[config.mk]
export PLATFORM = sky130hd
export DESIGN_NAME = button_debounce
export DESIGN_NICKNAME = d
export VERILOG_FILES = /design/src/rtl/button_debounce.sv
export SDC_FILE = /design/constraint.sdc
export NUM_CORES = 1
export LEC_CHECK = 0
export CORE_UTILIZATION = 55
export CTS_CLUSTER_DIAMETER = 60
export CTS_CLUSTER_SIZE = 12
export DETAILED_ROUTE_END_ITERATION = 8
export PLACE_DENSITY_LB_ADDON = 0.08
export SYNTH_ARGS = -nofsm -noshare
export SYNTH_HDL_FRONTEND = slang
export SYNTH_SLANG_ARGS = --single-unit
export TNS_END_PERCENT = 5
[constraint.sdc]
create_clock -name clk -period 2.5 [get_ports clk]
set_input_delay 0.25 -clock clk [delete_from_list [all_inputs] [get_ports clk]]
set_output_delay 0.25 -clock clk [all_outputs]
set_load 0.01 [all_outputs]
[src/rtl/button_debounce.sv]
// Button/switch conditioner: two-flop synchroniser, stable-count debounce FSM,
// registered level plus one-cycle rise/fall pulses, and a wrapping press counter.
module button_debounce #(
  parameter int STABLE_CYCLES = 4,
  parameter int CNT_WIDTH     = 20,
  parameter int PCNT_WIDTH    = 8
) (
  input  logic                  clk,
  input  logic                  reset,
  input  logic                  in,
  output logic                  out,
  output logic                  rise,
  output logic                  fall,
  output logic [PCNT_WIDTH-1:0] press_count
);

  typedef enum logic [1:0] {
    IDLE_LOW,
    WAIT_HIGH,
    IDLE_HIGH,
    WAIT_LOW
  } state_t;

  localparam logic [CNT_WIDTH-1:0] CNT_LAST = CNT_WIDTH'(STABLE_CYCLES - 1);

  logic                  sync1_q, sync1_d;
  logic                  sync2_q, sync2_d;
  state_t                state_q, state_d;
  logic [CNT_WIDTH-1:0]  cnt_q, cnt_d;
  logic                  out_q, out_d;
  logic                  rise_q, rise_d;
  logic                  fall_q, fall_d;
  logic [PCNT_WIDTH-1:0] pcnt_q, pcnt_d;

  // Synchroniser chain: only sync2 is ever looked at by the FSM.
  always_comb begin
    sync1_d = in;
    sync2_d = sync1_q;
  end

  // Debounce next-state, counter, level and pulse decode.
  always_comb begin
    state_d = state_q;
    cnt_d   = cnt_q;
    out_d   = out_q;
    rise_d  = 1'b0;
    fall_d  = 1'b0;
    pcnt_d  = pcnt_q;
    case (state_q)
      IDLE_LOW: begin
        if (sync2_q) begin
          state_d = WAIT_HIGH;
          cnt_d   = '0;
        end
      end
      WAIT_HIGH: begin
        if (!sync2_q) begin
          state_d = IDLE_LOW;
        end else if (cnt_q == CNT_LAST) begin
          state_d = IDLE_HIGH;
          out_d   = 1'b1;
          rise_d  = 1'b1;
          pcnt_d  = pcnt_q + PCNT_WIDTH'(1);
        end else begin
          cnt_d = cnt_q + CNT_WIDTH'(1);
        end
      end
      IDLE_HIGH: begin
        if (!sync2_q) begin
          state_d = WAIT_LOW;
          cnt_d   = '0;
        end
      end
      WAIT_LOW: begin
        if (sync2_q) begin
          state_d = IDLE_HIGH;
        end else if (cnt_q == CNT_LAST) begin
          state_d = IDLE_LOW;
          out_d   = 1'b0;
          fall_d  = 1'b1;
        end else begin
          cnt_d = cnt_q + CNT_WIDTH'(1);
        end
      end
      default: begin
        state_d = IDLE_LOW;
        cnt_d   = '0;
        out_d   = 1'b0;
      end
    endcase
  end

  // State register with synchronous reset taking priority over everything.
  always_ff @(posedge clk) begin
    if (reset) begin
      sync1_q <= 1'b0;
      sync2_q <= 1'b0;
      state_q <= IDLE_LOW;
      cnt_q   <= '0;
      out_q   <= 1'b0;
      rise_q  <= 1'b0;
      fall_q  <= 1'b0;
      pcnt_q  <= '0;
    end else begin
      sync1_q <= sync1_d;
      sync2_q <= sync2_d;
      state_q <= state_d;
      cnt_q   <= cnt_d;
      out_q   <= out_d;
      rise_q  <= rise_d;
      fall_q  <= fall_d;
      pcnt_q  <= pcnt_d;
    end
  end

  assign out         = out_q;
  assign rise        = rise_q;
  assign fall        = fall_q;
  assign press_count = pcnt_q;

endmodule

==> run_results.csv <==
group,metric,value,unit
outcome,outcome,"completed",
route,drt.antenna.violating_nets,0,
timing,hold_violations,0,
worst_hold_path,hold_path_class,"flop to flop",
finish,nets,216,
finish,drive_above_1_share,0.1462,
cts,clkSinkCount,35,
worst_setup_path,startpoint_type,"flop",
yosys,synth_top_family_by_area,"simple AND/OR/NAND/NOR gates",
worst_setup_path,worstSetupEndpointType,"flop",
floorplan,coreArea,3078,um^2
cts,cts_tree,"built",
worst_setup_path,cp-endpoint,"press_count[6]$_SDFFE_PP0P_",
finish,fin_area,1997,um^2
run,cap_violations,0,
cts,cts_setup_buffers,0,
yosys,synth-simple-area-share,0.3394,
cts,clockRootBuffer,"clkbuf_4",
cts,htreeDepth,2,
power,leakage,0.7246,nW
route,drt-initial-drc-count,101,
floorplan,fp.dieH,59.08,um
yosys,synth_xor_area_frac,0.1061,
timing,relSlewSlack,0.6023,
floorplan,die-width,59.08,um
global_routing,grt_first_pass_wirelength,6.637,mm
route,wl_met2,1.962,mm
floorplan,start_util,0.5821,
route,drc,0,
worst_setup_path,reg2reg_from,"cnt_q[0]$_SDFFE_PP0P_",
yosys,post_synth.cell_area_avg,9.095,um^2
cts,post_cts_resized,0,
floorplan,rows,20,
timing,fmax,503.9,MHz
worst_setup_path,path_max_fanout,7,
worst_setup_path,crit_start,"cnt_q[0]$_SDFFE_PP0P_",
yosys,synth_compound_area_frac,0.08031,
worst_setup_path,r2r_cells,6,
yosys,synth_seq_area_share,0.3911,
route,wire_per_inst,15.03,um
finish,area_growth,11.45,%
yosys,synthDistinctLibCells,50,
floorplan,pin_count,14,
finish,antennaDiodeCount,0,
timing,tns,0,ns
yosys,synth_area,1792,um^2
yosys,synth_edf_count,0,
timing,rsz0062_at_grt,"no",
finish,multi_input_area,1023,um^2
yosys,synth_flop_cell,"dfxtp_1",
yosys,yosys_warnings,0,
route,wl_met1,1.631,mm
timing,skew,0.005792,ns
yosys,syn-num-nets,202,
placed_design,hpwlAfterDp,2.746,mm
power,vdd_drop_max,0.2784,mV
timing,maxSlewViolCount,0,
global_routing,grt_start_max_net_pins,19,
yosys,ys_ff_latch,35,
global_routing,grt_pass1_vias,1460,
placed_design,port_buffers,13,
yosys,synthMuxAreaShare,0.03142,
worst_hold_path,whs_path_depth,1,
yosys,synth_fa_ha_area_frac,0.01397,
cts,cts_hold_buf,0,
power,power.density,451.7,nW/um^2
route,highest_layer,"met4",
timing,final.min_clock_period,1.985,ns
worst_setup_path,rrSetupSlack,0.52,ns
worst_setup_path,worstPathRequired,2.73,ns
placed_design,place.gp.congestion,0.8735,
timing,period_share,0.7938,
global_routing,grt-ovfl-total,0,
placed_design,placed_area,1947,um^2
route,viasPerCell,5.930,
route,wl,3.848,mm
worst_setup_path,arrival,2.21,ns
route,met3_length,215,um
worst_setup_path,reg2reg_to,"press_count[6]$_SDFFE_PP0P_",
finish,fillerInstances,266,
timing,setup_violations,0,
finish,utilization,0.6488,
worst_setup_path,worstSetupPathType,"flop to flop",
cts,cts_buffers,5,
timing,worstMarginPinSlew,0.5937,ns
cts,clkTransAtPathRegs,0.10,ns
route,via_count,1518,
cts,clockBufferDepth,2,
global_routing,antenna_found_initial,0,
yosys,syn_inst,197,
route,first_pass_iters,4,
floorplan,die_area,3490,um^2
yosys,synth_async_sr_flop_share,0,
finish,regArea,700.7,um^2
cts,clk_latency,0.33,ns
worst_hold_path,hp-start,"sync1_q$_SDFF_PP0_",
global_routing,track_usage,0.2548,
[placed cells by master (no fill, tap or decap), types with 2 or more instances in the layout]
cell type,Yosys,routed
or2_1,2,2
o21ai_0,3,3
and3_1,6,6
nor2_1,28,28
dfxtp_1,35,35
clkdlybuf4s50_1,0,13
clkbuf_4,0,5
nand4_1,6,6
nor2_2,5,5
xnor2_1,8,8
inv_1,5,5
nand2_1,12,12
a31o_2,2,2
a21oi_1,3,3
xor2_1,10,10
buf_4,0,2
nor3_1,3,3
ha_1,2,2
nor2b_1,3,3
nand3_1,10,10
o21ai_1,2,2
clkbuf_1,1,2
nor4_4,2,2
nor4_1,11,11
mux2i_1,3,3
o211ai_1,3,3
[metrics by stage]
stage	hold WS, ns	total power [mW]	instances	setup slack, ns
5_1_grt	0.4615	0.9385	256	0.4004
4_1_cts	0.4573	0.9150	256	0.5404
2_1_floorplan	0.3782	0.6081	197	0.7311
6_report	0.4551	0.9020	256	0.5154
3_3_place_gp	0.4243	0.6240	248	0.6375
3_5_place_dp	0.4236	0.6254	248	0.5479
[where the power goes]
| part | switching, mW | total (mW) | internal (mW) |
|---|---|---|---|
| logic | 0.0275 | 0.0451 | 0.0176 |
| registers | 0.00553 | 0.568 | 0.563 |
| clock network | 0.179 | 0.289 | 0.110 |
[critical path, stage by stage, from the launching register on]
cell	delay (ns)
dfxtp_1	0.38
ha_1	0.31
and4bb_1	0.25
nand3_2	0.16
nor3_4	0.33
nand4_2	0.15
mux2_4	0.31
[per-layer routing]
layer | GRT usage | vias up
li1 | - | 733
met1 | 0.3170 | 716
met2 | 0.4399 | 62
met3 | 0.03930 | 7
met4 | 0.1020 | 0
met5 | 0 | -
[layout make-up]
| class | count | area share |
|---|---|---|
| sequential | 35 | 0.3509 |
| tap | 44 | 0.02757 |
| clock inverter | 1 | 0.002506 |
| inverter | 6 | 0.01128 |
| timing repair buffer | 15 | 0.07268 |
| multi-input combinational | 148 | 0.5125 |
| clock buffer | 7 | 0.02256 |
[cells in the mapped netlist, types with 3 or more instances]
master / number / area share
and3_1: 6 / 0.021
xnor2_1: 8 / 0.039
dfxtp_1: 35 / 0.39
o21ai_0: 3 / 0.0084
nor3_1: 3 / 0.0084
buf_2: 6 / 0.017
nand3_1: 10 / 0.028
mux2i_1: 3 / 0.017
xor2_1: 10 / 0.049
nor2_1: 28 / 0.059
inv_1: 5 / 0.010
nor2_2: 5 / 0.017
nor2b_1: 3 / 0.010
nand2_1: 12 / 0.025
o211ai_1: 3 / 0.013
a21oi_1: 3 / 0.0084
nand4_1: 6 / 0.021
nor4_1: 11 / 0.038
[state kept, by name, indices dropped and copies added (netlist names), named ones only]
name	count
press_count	8
sync2_q	1
state_q	1
rise	1
cnt_q	20
sync1_q	1
fall	1
out	1
[how the worst min path moves through the flow]
stage / end
after floorplan: sync1_q$_SDFF_PP0_
after detailed placement: sync2_q$_SDFF_PP0_
final: sync2_q$_SDFF_PP0_
after global routing: sync2_q$_SDFF_PP0_
after global placement: sync2_q$_SDFF_PP0_
after CTS: sync2_q$_SDFF_PP0_
[kinds of logic (layout without fill, tap and decap cells)]
logic type,after synthesis,after routing
mux,5,5
buf+inv,14,29
compound gates,21,21
fa+ha+maj,2,2
xor+xnor,20,20
flops,35,35
simple gates,100,100
Power figures use the tool's default switching activity.
